[src/rtl/fifo_pop_downsizer.sv]
// Pops wide words from a zero-latency FIFO and emits them as narrow beats, least-significant slice first.
// The first beat appears one cycle after the pop. While i_ready is low the held beat is frozen and no pop is issued.
module fifo_pop_downsizer #(
    parameter int IN_DWIDTH  = 32,
    parameter int OUT_DWIDTH = 8
) (
    input  logic                  i_clk,
    input  logic                  i_rst,
    output logic                  o_fifo_pop,
    input  logic                  i_fifo_empty,
    input  logic [IN_DWIDTH-1:0]  i_fifo_rdata,
    output logic                  o_valid,
    input  logic                  i_ready,
    output logic [OUT_DWIDTH-1:0] o_data,
    output logic                  o_last,
    output logic                  o_busy
);
    localparam int RATIO  = IN_DWIDTH / OUT_DWIDTH;
    localparam int CWIDTH = (RATIO > 1) ? $clog2(RATIO) : 1;
    localparam logic [CWIDTH-1:0] LAST_CNT = CWIDTH'(RATIO - 1);

    typedef enum logic {IDLE, SEND} state_t;

    state_t                state_q, state_d;
    logic [IN_DWIDTH-1:0]  hold_q, hold_d;
    logic [CWIDTH-1:0]     cnt_q, cnt_d;
    logic                  hs;

    assign o_valid    = (state_q == SEND);
    assign o_busy     = (state_q == SEND);
    assign o_data     = hold_q[OUT_DWIDTH-1:0];
    assign o_last     = o_valid & (cnt_q == LAST_CNT);
    assign hs         = o_valid & i_ready;
    // A pop in SEND only happens as the last beat leaves, so words chain with no bubble.
    assign o_fifo_pop = !i_rst & !i_fifo_empty & ((state_q == IDLE) | (hs & o_last));

    always_comb begin
        state_d = state_q;
        hold_d  = hold_q;
        cnt_d   = cnt_q;
        if (state_q == IDLE) begin
            if (o_fifo_pop) begin
                hold_d  = i_fifo_rdata;
                cnt_d   = '0;
                state_d = SEND;
            end
        end else if (hs) begin
            if (!o_last) begin
                hold_d = hold_q >> OUT_DWIDTH;
                cnt_d  = cnt_q + CWIDTH'(1);
            end else if (o_fifo_pop) begin
                hold_d = i_fifo_rdata;
                cnt_d  = '0;
            end else begin
                state_d = IDLE;
            end
        end
    end

    always_ff @(posedge i_clk) begin
        if (i_rst) begin
            state_q <= IDLE;
            hold_q  <= '0;
            cnt_q   <= '0;
        end else begin
            state_q <= state_d;
            hold_q  <= hold_d;
            cnt_q   <= cnt_d;
        end
    end

`ifndef SYNTHESIS
    if (IN_DWIDTH % OUT_DWIDTH != 0) begin : g_width_check
        $error("IN_DWIDTH must be a multiple of OUT_DWIDTH");
    end

    ap_no_pop_when_empty: assert property (@(posedge i_clk) !(o_fifo_pop && i_fifo_empty));
    ap_stable_under_bp: assert property (@(posedge i_clk)
        (o_valid && !i_ready && !i_rst) |=> (o_valid && $stable(o_data) && $stable(o_last)));
    ap_cnt_range: assert property (@(posedge i_clk) cnt_q <= LAST_CNT);
`endif
endmodule
[config.mk]
export PLATFORM = sky130hd
export DESIGN_NAME = fifo_pop_downsizer
export DESIGN_NICKNAME = d
export VERILOG_FILES = /design/src/rtl/fifo_pop_downsizer.sv
export SDC_FILE = /design/constraint.sdc
export NUM_CORES = 1
export LEC_CHECK = 0
export CORE_MARGIN = 2
export CORE_UTILIZATION = 40
export CTS_CLUSTER_DIAMETER = 100
export DETAILED_ROUTE_END_ITERATION = 8
export PLACE_DENSITY_LB_ADDON = 0.25
export SLEW_MARGIN = 5
export SYNTH_ARGS = -nofsm -noshare
export SYNTH_HDL_FRONTEND = slang
export SYNTH_SLANG_ARGS = --single-unit
export TNS_END_PERCENT = 30
[constraint.sdc]
create_clock -name i_clk -period 1.6 [get_ports i_clk]
set_input_delay 0.4 -clock i_clk [delete_from_list [all_inputs] [get_ports i_clk]]
set_output_delay 0.4 -clock i_clk [all_outputs]
set_load 0.02 [all_outputs]
-- Word-level counts from Yosys, hierarchy flattened
Index checks and enable logic that the tools add are counted.
- add/subtract/negate cells: 1
- multiply operators: 0
- div/mod/pow operators: 0
- order comparisons: 0
- equal/unequal tests: 2
- shift-type cells: 0
- muxes and demuxes: 12
- bitwise operators: 7
- reduce and logical (&&, ||, !) cells: 2
- operators by type and width (operator ; number):
    $mux 32 ; 4
    $mux 2 ; 4
    $and 1x1->1 ; 5
    $mux 1 ; 4
    $add 2x1->2 const B ; 1
    $eq 2x2->1 const B ; 1
    $logic_not 1->1 ; 2
    $ne 2x1->1 const B ; 1
    $not 1->1 ; 1
    $or 1x1->1 ; 1
- bits in registers: 35
- bits in latches: 0
- RAM bits: 0
- ROM bits: 0
- input port bits: 36
- output and inout port bits: 12
- logic and storage cells: 27
- memories kept: 0

-- Depth between registers and ports, before layout
- word-level depth: 9
- depth in mapped cells: 6
- gate-level depth less buffers: 4

-- Worst setup path before layout
Ideal clock, no wire load.
- path type: reg2out
- start: register cnt_q[0]
- end: output port o_fifo_pop
- data arrival time: 1300 ps
- required time: 1200 ps
- setup slack: -100 ps
- stages on the path, launching flop included: 7
- buffers on the path: 2
- path through: dfxtp_1 -> ha_1 -> a21bo_2 -> nand2b_1 -> buf_4 -> buf_6 -> nor2_1
- cells in the longest elaborated chain, start to end: 5
- ends and longest elaborated chain (item ; line ; source):
    from (decl) ; 26 ; logic [CWIDTH-1:0] cnt_q, cnt_d;
    from (signal assigned) ; 68 ; cnt_q <= cnt_d;
    $eq 2x2->1 ; 32 ; assign o_last = o_valid & (cnt_q == LAST_CNT);
    $and 1x1->1 ; 32 ;
    $and 1x1->1 ; 35 ; assign o_fifo_pop = !i_rst & !i_fifo_empty & ((state_q == IDLE) | (hs & o_last));
    $or 1x1->1 ; 35 ;
    $and 1x1->1 ; 35 ;
    to (decl) ; 9 ; output logic o_fifo_pop,
No other way between the ends.

-- Worst setup path in the final report
Ends and elaborated chain as after synthesis.

==> reports/metrics.csv <==
metric,value,unit
status,finished with violations,
violated checks,negative setup slack,
Peak VDD IR,0.0006096,V
Initial Util,42.55,%
wire per inst,13.76,microns
Routed Antenna Nets,0,
I/O pins,48,
ratio of cells with drive above 1 in the final layout,14.35,%
Hold Path Origin,hold_q[27],
synthesized area per cell,9.595,sq um
slowest cell on the critical path,dfxtp_2,
clock slew at reported path FFs,0.07,ns
top-count cell post-synth,dfxtp_1,
die width,67.10,microns
CTS tree,built,
placed standard-cell area,2071,sq um
first-pass GRT wire length,5.595,mm
vias in the first global route,1235,
DRT Wirelength,3.537,mm
mux contribution to synthesized area,0,%
# setup viols final,1,
Slew Limit Fails,0,
DRT iter0 DRCs,129,
Worst setup startpoint,cnt_q[0],
hold path cells,2,
initial antenna violation count,0,
Setup CP Type,register to primary output,
compound-gate portion of the synthesized area,31.42,%
CP required,1.20,ns
Die Area,4502,sq um
Synth-to-Final Area Change,39.20,%
clock tree buffer depth,2,
Final Hold Fails,0,
CP top delay family,flip-flops,
Period minus WS final,1.648,ns
worst setup margin,-0.04846,ns
Yosys cell types,26,
Post-synth EDFFs,0,
"Clk Latency, worst-skew pair",0.29,ns
Synth async-reset ratio,0,%
via count,1316,
critical path arrival,1.25,ns
worst hold slack,0.4821,ns
Die Y,67.10,microns
R2R Setup Slk,0.10,ns
H-tree levels,2,
Tcrit/Tclk final,103.0,%
synth top area cells,"dfxtp_1 44%, o221a_1 17%, a21oi_1 8.2%, inv_1 5.7%, buf_4 5.2%",
Yosys warnings,0,
CP peak stage delay,0.34,ns
r2r startpoint,cnt_q[0],
Worst Skew,0.006520,ns
Worst-Margin Slew,0.3819,ns
crit path cell chain,"ha_4, a21bo_4, nand2b_4, nor2_4, buf_6",
n_diodes,0,
post-synthesis sequential area ratio,43.99,%
largest net degree at the start of global routing,44,
adder-cell share of the synthesized area,0.7855,%
Power Density,938.1,nW/um^2
Hold Path Class,register to register,
remaining routing DRC violations,0,
largest family of logic cells by synthesized area,compound AO/OA/AOI/OAI gates,
port bufs,47,
LEAKAGE,0.8782,nW
"Primary FF master, synth",dfxtp_1,
Final Wtd Congestion,0.8722,
Mapped Nets,203,
Slew HR,74.54,%
Startpoint Class,register,
First-pass DRT Iterations,4,
RSZ-0062 raised after global routing,true,
Crit path buffers/inverters,1,
"Cell Area, Synth",1593,sq um
fmax,0.6066,GHz
number of buffers created by CTS,5,
total grt overflow,0,
root buffer cell,clkbuf_8,
area share of the leading cell type in the synthesized netlist,43.99,%
post-synthesis simple-gate area fraction,8.091,%
Worst setup EP type,primary output,
Min-Delay Endpoint,hold_q[27],
post-layout util,59.22,%
CP max FO,2,
Finished Cell Area,2217,sq um
post-synthesis cell count,166,
DP Wirelength,2.305,mm
nets,245,
synth cell count leaders,"35 x dfxtp_1, 26 x a21oi_1, 24 x inv_1, 24 x o221a_1, 11 x buf_4",
setup TNS,-0.04846,ns
pre-CTS WS,-0.6411,ns
max-cap viol count,0,
Core Rows,22,
synthesized flop and latch total,35,
Post-Synth XOR/XNOR Area,0,%
Layout fillers,325,
Synth area leader,dfxtp_1,
Overall Global Routing Usage,16.71,%
reg-to-reg endpoint,hold_q[9],
core box area,3744,sq um
Sink Count,35,
Vias per Instance,5.121,
Reg2Reg Depth,6,
[worst reg2reg max path, cell delays in order, from the launching register on]
cell and delay (ns):
dfxtp_2 0.34, ha_4 0.17, buf_6 0.12, nand2b_1 0.18, a21oi_2 0.21, buf_12 0.20
o221a_1 0.21
[metal layers]
| layer | global-route usage [%] | vias to the layer above | part of all wire (%) |
|---|---|---|---|
| li1 | - | 671 | - |
| met5 | 0 | - | 0 |
| met2 | 26.49 | 35 | 46 |
| met1 | 20.31 | 603 | 46 |
| met4 | 8.929 | 0 | 1.7 |
| met3 | 4.899 | 7 | 6.0 |
[state kept, by name (all words and copies together), names as in the netlist]
| signal | count |
|---|---|
| o_busy | 1 |
| hold_q | 32 |
| cnt_q | 2 |
[report_power, final]
group          internal, W  switching [W]  total [W]
registers         0.000945      0.0000351   0.000980
clock network     0.000391       0.000315   0.000706
logic             0.000214       0.000180   0.000394
total              0.00155       0.000529    0.00208
[placed cells by master (no fill, tap or decap)]
cell,synthesis,routed
o221a_1,24,24
inv_1,24,24
dfxtp_2,0,2
a31oi_1,1,1
nand3b_1,1,1
clkdlybuf4s50_1,0,34
a21oi_2,1,1
nor3b_1,1,1
nand2b_1,10,9
a21oi_1,26,26
and2b_1,1,1
o32ai_1,8,8
clkinvlp_4,0,1
a21bo_4,0,1
buf_6,3,3
nand3_1,2,2
and3b_1,1,1
dfxtp_1,35,33
and2_4,0,1
dlygate4sd2_1,0,10
nand2b_4,0,1
nand4b_1,1,1
dlymetal6s2s_1,0,1
ha_4,0,1
buf_12,0,2
nor2_4,0,1
nor2b_1,1,1
buf_4,11,9
clkbuf_8,0,7
o21ai_0,1,1
[per-stage QoR]
step / cells / power [W]
finish: 257 / 0.002080
global route: 257 / 0.002179
CTS: 256 / 0.002096
detailed placement: 247 / 0.001402
global placement: 247 / 0.001390
floorplan: 166 / 0.001244
[logic make-up after synthesis]
logic type / count (synthesis)
compound gates: 62
fa+ha+maj: 1
buf+inv: 48
flops: 35
simple gates: 20
[repair_timing]
item,CTS,global route
pin swaps,0,2
endpoints found under the setup margin,12,4
resized for setup,28,3
buffers inserted,1,1
hold buffers,0,0
[final cells by class]
type,count,area [sq um],share of cell area (%)
Multi-Input combinational cell,83,678.2,30.59
Timing Repair Buffer,59,581.8,26.24
Sequential cell,35,703.2,31.72
Clock inverter,1,7.507,0.3386
Inverter,24,90.09,4.063
Clock buffer,7,96.34,4.345
Tap cell,48,60.06,2.709
[worst max-delay path by stage]
stage                       to  slack (ns)  cells past startpoint
floorplan           o_fifo_pop        0.04                      5
global placement    o_fifo_pop       -0.62                      5
detailed placement  o_fifo_pop       -0.64                      5
CTS                 o_fifo_pop       -0.15                      5
global route        o_fifo_pop       -0.08                      5
finish              o_fifo_pop       -0.05                      5
(Power assumes the default switching activity.)
==> variant 1, RTL diff (same settings) <==
`hold_q` no longer has a reset.
--- a/src/rtl/fifo_pop_downsizer.sv
+++ b/src/rtl/fifo_pop_downsizer.sv
@@ -60,13 +60,15 @@
     always_ff @(posedge i_clk) begin
         if (i_rst) begin
             state_q <= IDLE;
-            hold_q  <= '0;
             cnt_q   <= '0;
         end else begin
             state_q <= state_d;
-            hold_q  <= hold_d;
             cnt_q   <= cnt_d;
         end
+    end
+
+    always_ff @(posedge i_clk) begin
+        hold_q <= hold_d;
     end
 
 `ifndef SYNTHESIS
Function: differs if i_rst is asserted again (counterexample within 4 cycles, from zero or initial values and one cycle with i_rst high); with i_rst held inactive, the same outputs for 10 cycles.
==> variant 1 against the original RTL <==
The run still ends with negative setup slack left; setup slack improved by 0.0091 ns; cell area is 20% higher; synthesized cell count rose by 23%; sequential cell count unchanged; power grew 19%; via count up 24%; clock power shrank 17%; area after synthesis increased by 30%; combinational power up 61%; sequential power is 29% higher; fmax increased by 0.56%; wire length grew 30%; highest routed layer unchanged.
==> variant 1: results (changes against the original RTL) <==
place_area_um2: 2527  # was 2071 µm²
seq_area_frac_synth_pct: 49.31  # was 43.99%
n_fill_cell: 488  # was 325
synth_area_leaders: "edfxtp_1 (46%), a31oi_1 (7.9%), a21oi_1 (6.8%), buf_6 (6.0%), o21ai_1 (5.8%)"  # was dfxtp_1 (44%), o221a_1 (17%), a21oi_1 (8.2%), inv_1 (5.7%), buf_4 (5.2%)
grt_use_total_pct: 16.47  # was 16.71%
max_slew_margin_pct: 75.50  # was 74.54%
grt_pass1_vias: 1551  # was 1,235
peakVddDrop_mv: 0.4272  # was 0.6096 mV
setup_violations: 1  # unchanged
syn_inst: 204  # was 166
fin_ws_ns: -0.03932  # was -0.04846 ns
gr-usage-met2_pct: 26.07  # was 26.49%
wl_met2_um: 2180  # was 1630 µm
grt_max_degree: 34  # was 44
violations: "negative setup slack"  # unchanged
drt_iter0_drc: 111  # was 129
grt_use_met3_pct: 4.762  # was 4.899%
rows: 26  # was 22
drt-met1-wl_um: 2164  # was 1636 µm
synth_edf_count: 32  # was 0
fin_cells: 320  # was 257
grt_pass1_wl_um: 7603  # was 5595 µm
place_inst: 311  # was 247
hp-class: "input port to flop"  # was flop to flop
drive_gt1_share_pct: 20.40  # was 14.35%
met1_usage_pct: 22.04  # was 20.31%
status: "complete, but fails checks"  # unchanged
wl_met3_um: 228  # was 211 µm
r2r_slack_ns: 0.06  # was 0.10 ns
wl_per_cell_um: 14.38  # was 13.76 µm
nets: 287  # was 245
synthTopCellsByCount: "edfxtp_1 (32), a21oi_1 (28), a31oi_1 (26)"  # was dfxtp_1 (35), a21oi_1 (26), inv_1 (24), o221a_1 (24), buf_4 (11)
place.gp.congestion: 0.7562  # was 0.8722
fin_skew_ns: 0.004830  # was 0.006520 ns
synthDistinctLibCells: 27  # was 26
via_per_inst: 5.081  # was 5.121
synth_nets: 241  # was 203
timing.hold.ws_ns: 0.4380  # was 0.4821 ns
hpwl_um: 2926  # was 2305 µm
async_reset_ff_share_pct: 0  # unchanged
p_leak_nw: 0.9689  # was 0.8782 nW
-- variant 1: cells by family (layout without fill, tap and decap cells) --
family	after synthesis	after routing	share of synthesized area (%)
AO/OA/AOI/OAI	95	96	27.67
adder cells (fa/ha/maj)	1	1	0.6041
buffers and inverters	29	74	12.45
flip-flops	35	35	49.31
AND/OR/NAND/NOR	44	44	9.971
-- variant 1: worst min-delay path: cells and delay by family --
family	cells	cell delay [ns]
buf+inv	2	0.24
compound gates	1	0.04
-- variant 1: worst paths after layout --
kind	endpoint	cells past startpoint
worst min register to register	hold_q[14]$_DFFE_PP_	2
worst max register to register	hold_q[31]$_DFFE_PP_	6
worst min-delay path	cnt_q[0]$_SDFFE_PP0P_	3
worst max-delay path	o_fifo_pop	5
-- variant 1: stage by stage --
step | worst slack, ns | setup TNS (ns) | utilization (%)
floorplan | -0.01081 | -0.01081 | -
global placement | -0.7228 | -18.23 | 50.12
finish | -0.03932 | -0.03932 | 52.93
global route | -0.07978 | -0.1081 | 52.93
CTS | -0.1808 | -0.2083 | 52.46
detailed placement | -0.7261 | -17.99 | 50.12
-- variant 1: final cells by class --
cell class	instances	area share, %
multi-input cells	141	31.41
well taps	70	3.282
flip-flops and latches	35	38.35
clock buffers	5	2.579
clock inverters	2	0.3282
repair buffers	67	24.05
-- variant 1: what timing repair did --
action / in CTS / in global routing
gates cloned: 1 / 0
setup endpoints to repair: 32 / 35
setup buffers: 1 / 0
gates resized for setup: 29 / 8
pin swaps: 2 / 5
-- variant 1: report_power, final --
part	internal (mW)	switching [mW]
Combinational	0.295	0.339
Sequential	1.19	0.0680
Clock	0.289	0.297
Total	1.77	0.704
==> variant 2, RTL diff (same flow settings) <==
Without the edit above. Set the parameter `OUT_DWIDTH` to 16 (it was 8).
--- a/src/rtl/fifo_pop_downsizer.sv
+++ b/src/rtl/fifo_pop_downsizer.sv
@@ -2,7 +2,7 @@
 // The first beat appears one cycle after the pop. While i_ready is low the held beat is frozen and no pop is issued.
 module fifo_pop_downsizer #(
     parameter int IN_DWIDTH  = 32,
-    parameter int OUT_DWIDTH = 8
+    parameter int OUT_DWIDTH = 16
 ) (
     input  logic                  i_clk,
     input  logic                  i_rst,
Interface: changed (resized o_data); port bits go from 48 to 56. The function was not compared with the original's and may differ.
==> variant 2 against the original RTL <==
Wire length up 17%; synthesized cell count up 13%; area after synthesis up 13%; die area up 13%; worst hold slack worse by 0.045 ns; via count up 9.7%; largest cell class is now multi-input gates; sequential cell count down 1; setup slack better by 0.095 ns; critical endpoint is now o_last; cell area up 11%; power up 4.8%; sequential power down 4.5%; global-route usage up 0.19 points; critical path depth down 2; highest routed layer unchanged.
==> variant 2: results (changes against the original RTL) <==
seqPwrFrac_pct: 42.9  # was 47.1%
post-place-ws_ns: -0.6885  # was -0.6411 ns
synthDistinctLibCells: 26  # unchanged
grt_use_total_pct: 16.90  # was 16.71%
synthTopCellsByCount: "dfxtp_1 (34), buf_4 (20), a22o_1 (16)"  # was dfxtp_1 (35), a21oi_1 (26), inv_1 (24), o221a_1 (24), buf_4 (11)
p_leak_nw: 0.9557  # was 0.8782 nW
signal_buffer_area_fraction_pct: 28.43  # was 26.24%
max_slew_margin_pct: 76.09  # was 74.54%
path_max_fanout: 2  # unchanged
fin_skew_ns: 0.005678  # was 0.006520 ns
synth_area_leaders: "dfxtp_1 (38%), buf_4 (8.3%), o221ai_2 (8.3%), a22o_1 (7.8%), nand3b_1 (5.8%)"  # was dfxtp_1 (44%), o221a_1 (17%), a21oi_1 (8.2%), inv_1 (5.7%), buf_4 (5.2%)
hp-class: "input port to flop"  # was flop to flop
synth_nets: 224  # was 203
top_register: "hold_q"  # unchanged
path_clk_slew_ns: 0.07  # about the same
multi_input_area_um2: 854.6  # was 678.2 µm²
hpwl_um: 2910  # was 2305 µm
via_per_inst: 5.045  # was 5.121
clk-power_mw: 0.795  # was 0.706 mW
grt_pass1_wl_um: 6693  # was 5595 µm
ys_warn_count: 0  # unchanged
cts_buffers: 5  # unchanged
async_reset_ff_share_pct: 0  # unchanged
crit_family: "buffers and inverters"  # was flip-flops
peakVddDrop_mv: 0.4829  # was 0.6096 mV
n_fill_cell: 390  # was 325
htreeDepth: 2  # unchanged
drive_gt1_share_pct: 21.79  # was 14.35%
grt_pass1_vias: 1367  # was 1,235
signal_buffers: 70  # was 59
num-multi-input-gates: 109  # was 83
ys.flop_type: "dfxtp_1"  # unchanged
seq_area_frac_synth_pct: 37.70  # was 43.99%
critPathArrivalTime_ns: 1.15  # was 1.25 ns
crit_path_max_incr_delay_ns: 0.34  # about the same
clkSinkCount: 34  # was 35
grt_max_degree: 32  # was 44
status: "complete, no violations"  # was complete, but fails checks
cpMaxStageDelayCell: "dfxtp_1"  # was dfxtp_2
clk_latency_ns: 0.29  # about the same
seq_share_pct: 27.67  # was 31.72%
cts-root-buf: "clkbuf_8"  # unchanged
drt_iter0_drc: 115  # was 129
io_buffers: 55  # was 47
clk_share_pct: 4.619  # was 4.684%
grt_antenna_before_repair: 0  # unchanged
sequentialPower_mw: 0.936  # was 0.980 mW
p_sw_mw: 0.5799  # was 0.5292 mW
cts_setup_buffers: 0  # was 1
place.gp.congestion: 0.7590  # was 0.8722
nets: 269  # was 245
inverters: 13  # was 24
antenna_cells: 0  # unchanged
wl_per_cell_um: 14.46  # was 13.76 µm
-- variant 2: cell count changes after synthesis, moves of 10 or more --
| cell | unedited run | this run |
|---|---|---|
| a22o_1 | 0 | 16 |
| o221a_1 | 24 | 0 |
| nand3b_1 | 1 | 14 |
| o21ai_0 | 1 | 14 |
| inv_1 | 24 | 13 |
| a21oi_1 | 26 | 6 |
| o221ai_2 | 0 | 10 |
| nand2_1 | 0 | 15 |
-- variant 2: logic make-up (layout without fill, tap and decap cells) --
family                 Yosys count  in the layout  share of synthesized area (%)
AOI/OAI and AO/OA               63             63                          29.87
buffers and inverters           45             91                          15.38
and+or+nand+nor                 40             40                          13.72
DFF                             34             34                          37.70
muxes                            6              6                          3.327
-- variant 2: worst paths after layout --
kind / start / cells past startpoint / slack, ns / to
min: i_fifo_empty / 3 / 0.44 / o_busy$_SDFF_PP0_
max reg2reg: cnt_q$_SDFFE_PP0P_ / 6 / 0.14 / hold_q[19]$_SDFFE_PP0P_
max: cnt_q$_SDFFE_PP0P_ / 3 / 0.05 / o_last
min reg2reg: hold_q[16]$_SDFFE_PP0P_ / 1 / 0.47 / hold_q[16]$_SDFFE_PP0P_
-- variant 2: what timing repair did --
action	CTS	global route
setup endpoints to repair	52	33
gates resized for setup	31	5
pin swaps	0	2
-- variant 2: per-stage QoR --
step | hold slack, ns | cells | instance area, µm²
after global placement | 0.4503 | 278 | 2342
after CTS | 0.4726 | 286 | 2449
after global routing | 0.4431 | 286 | 2465
after floorplan | 0.4346 | 188 | 1809
final | 0.4368 | 286 | 2465
after detailed placement | 0.4537 | 278 | 2342
-- variant 2: layer usage --
metal  wire length (µm)  vias to the layer above  global-route usage (%)
li1                   -                      744                       -
met1               1908                      650                   22.29
met2               1927                       45                   27.57
met3                266                        4                   4.701
met4                 33                        0                   3.774
met5                  0                        -                       0
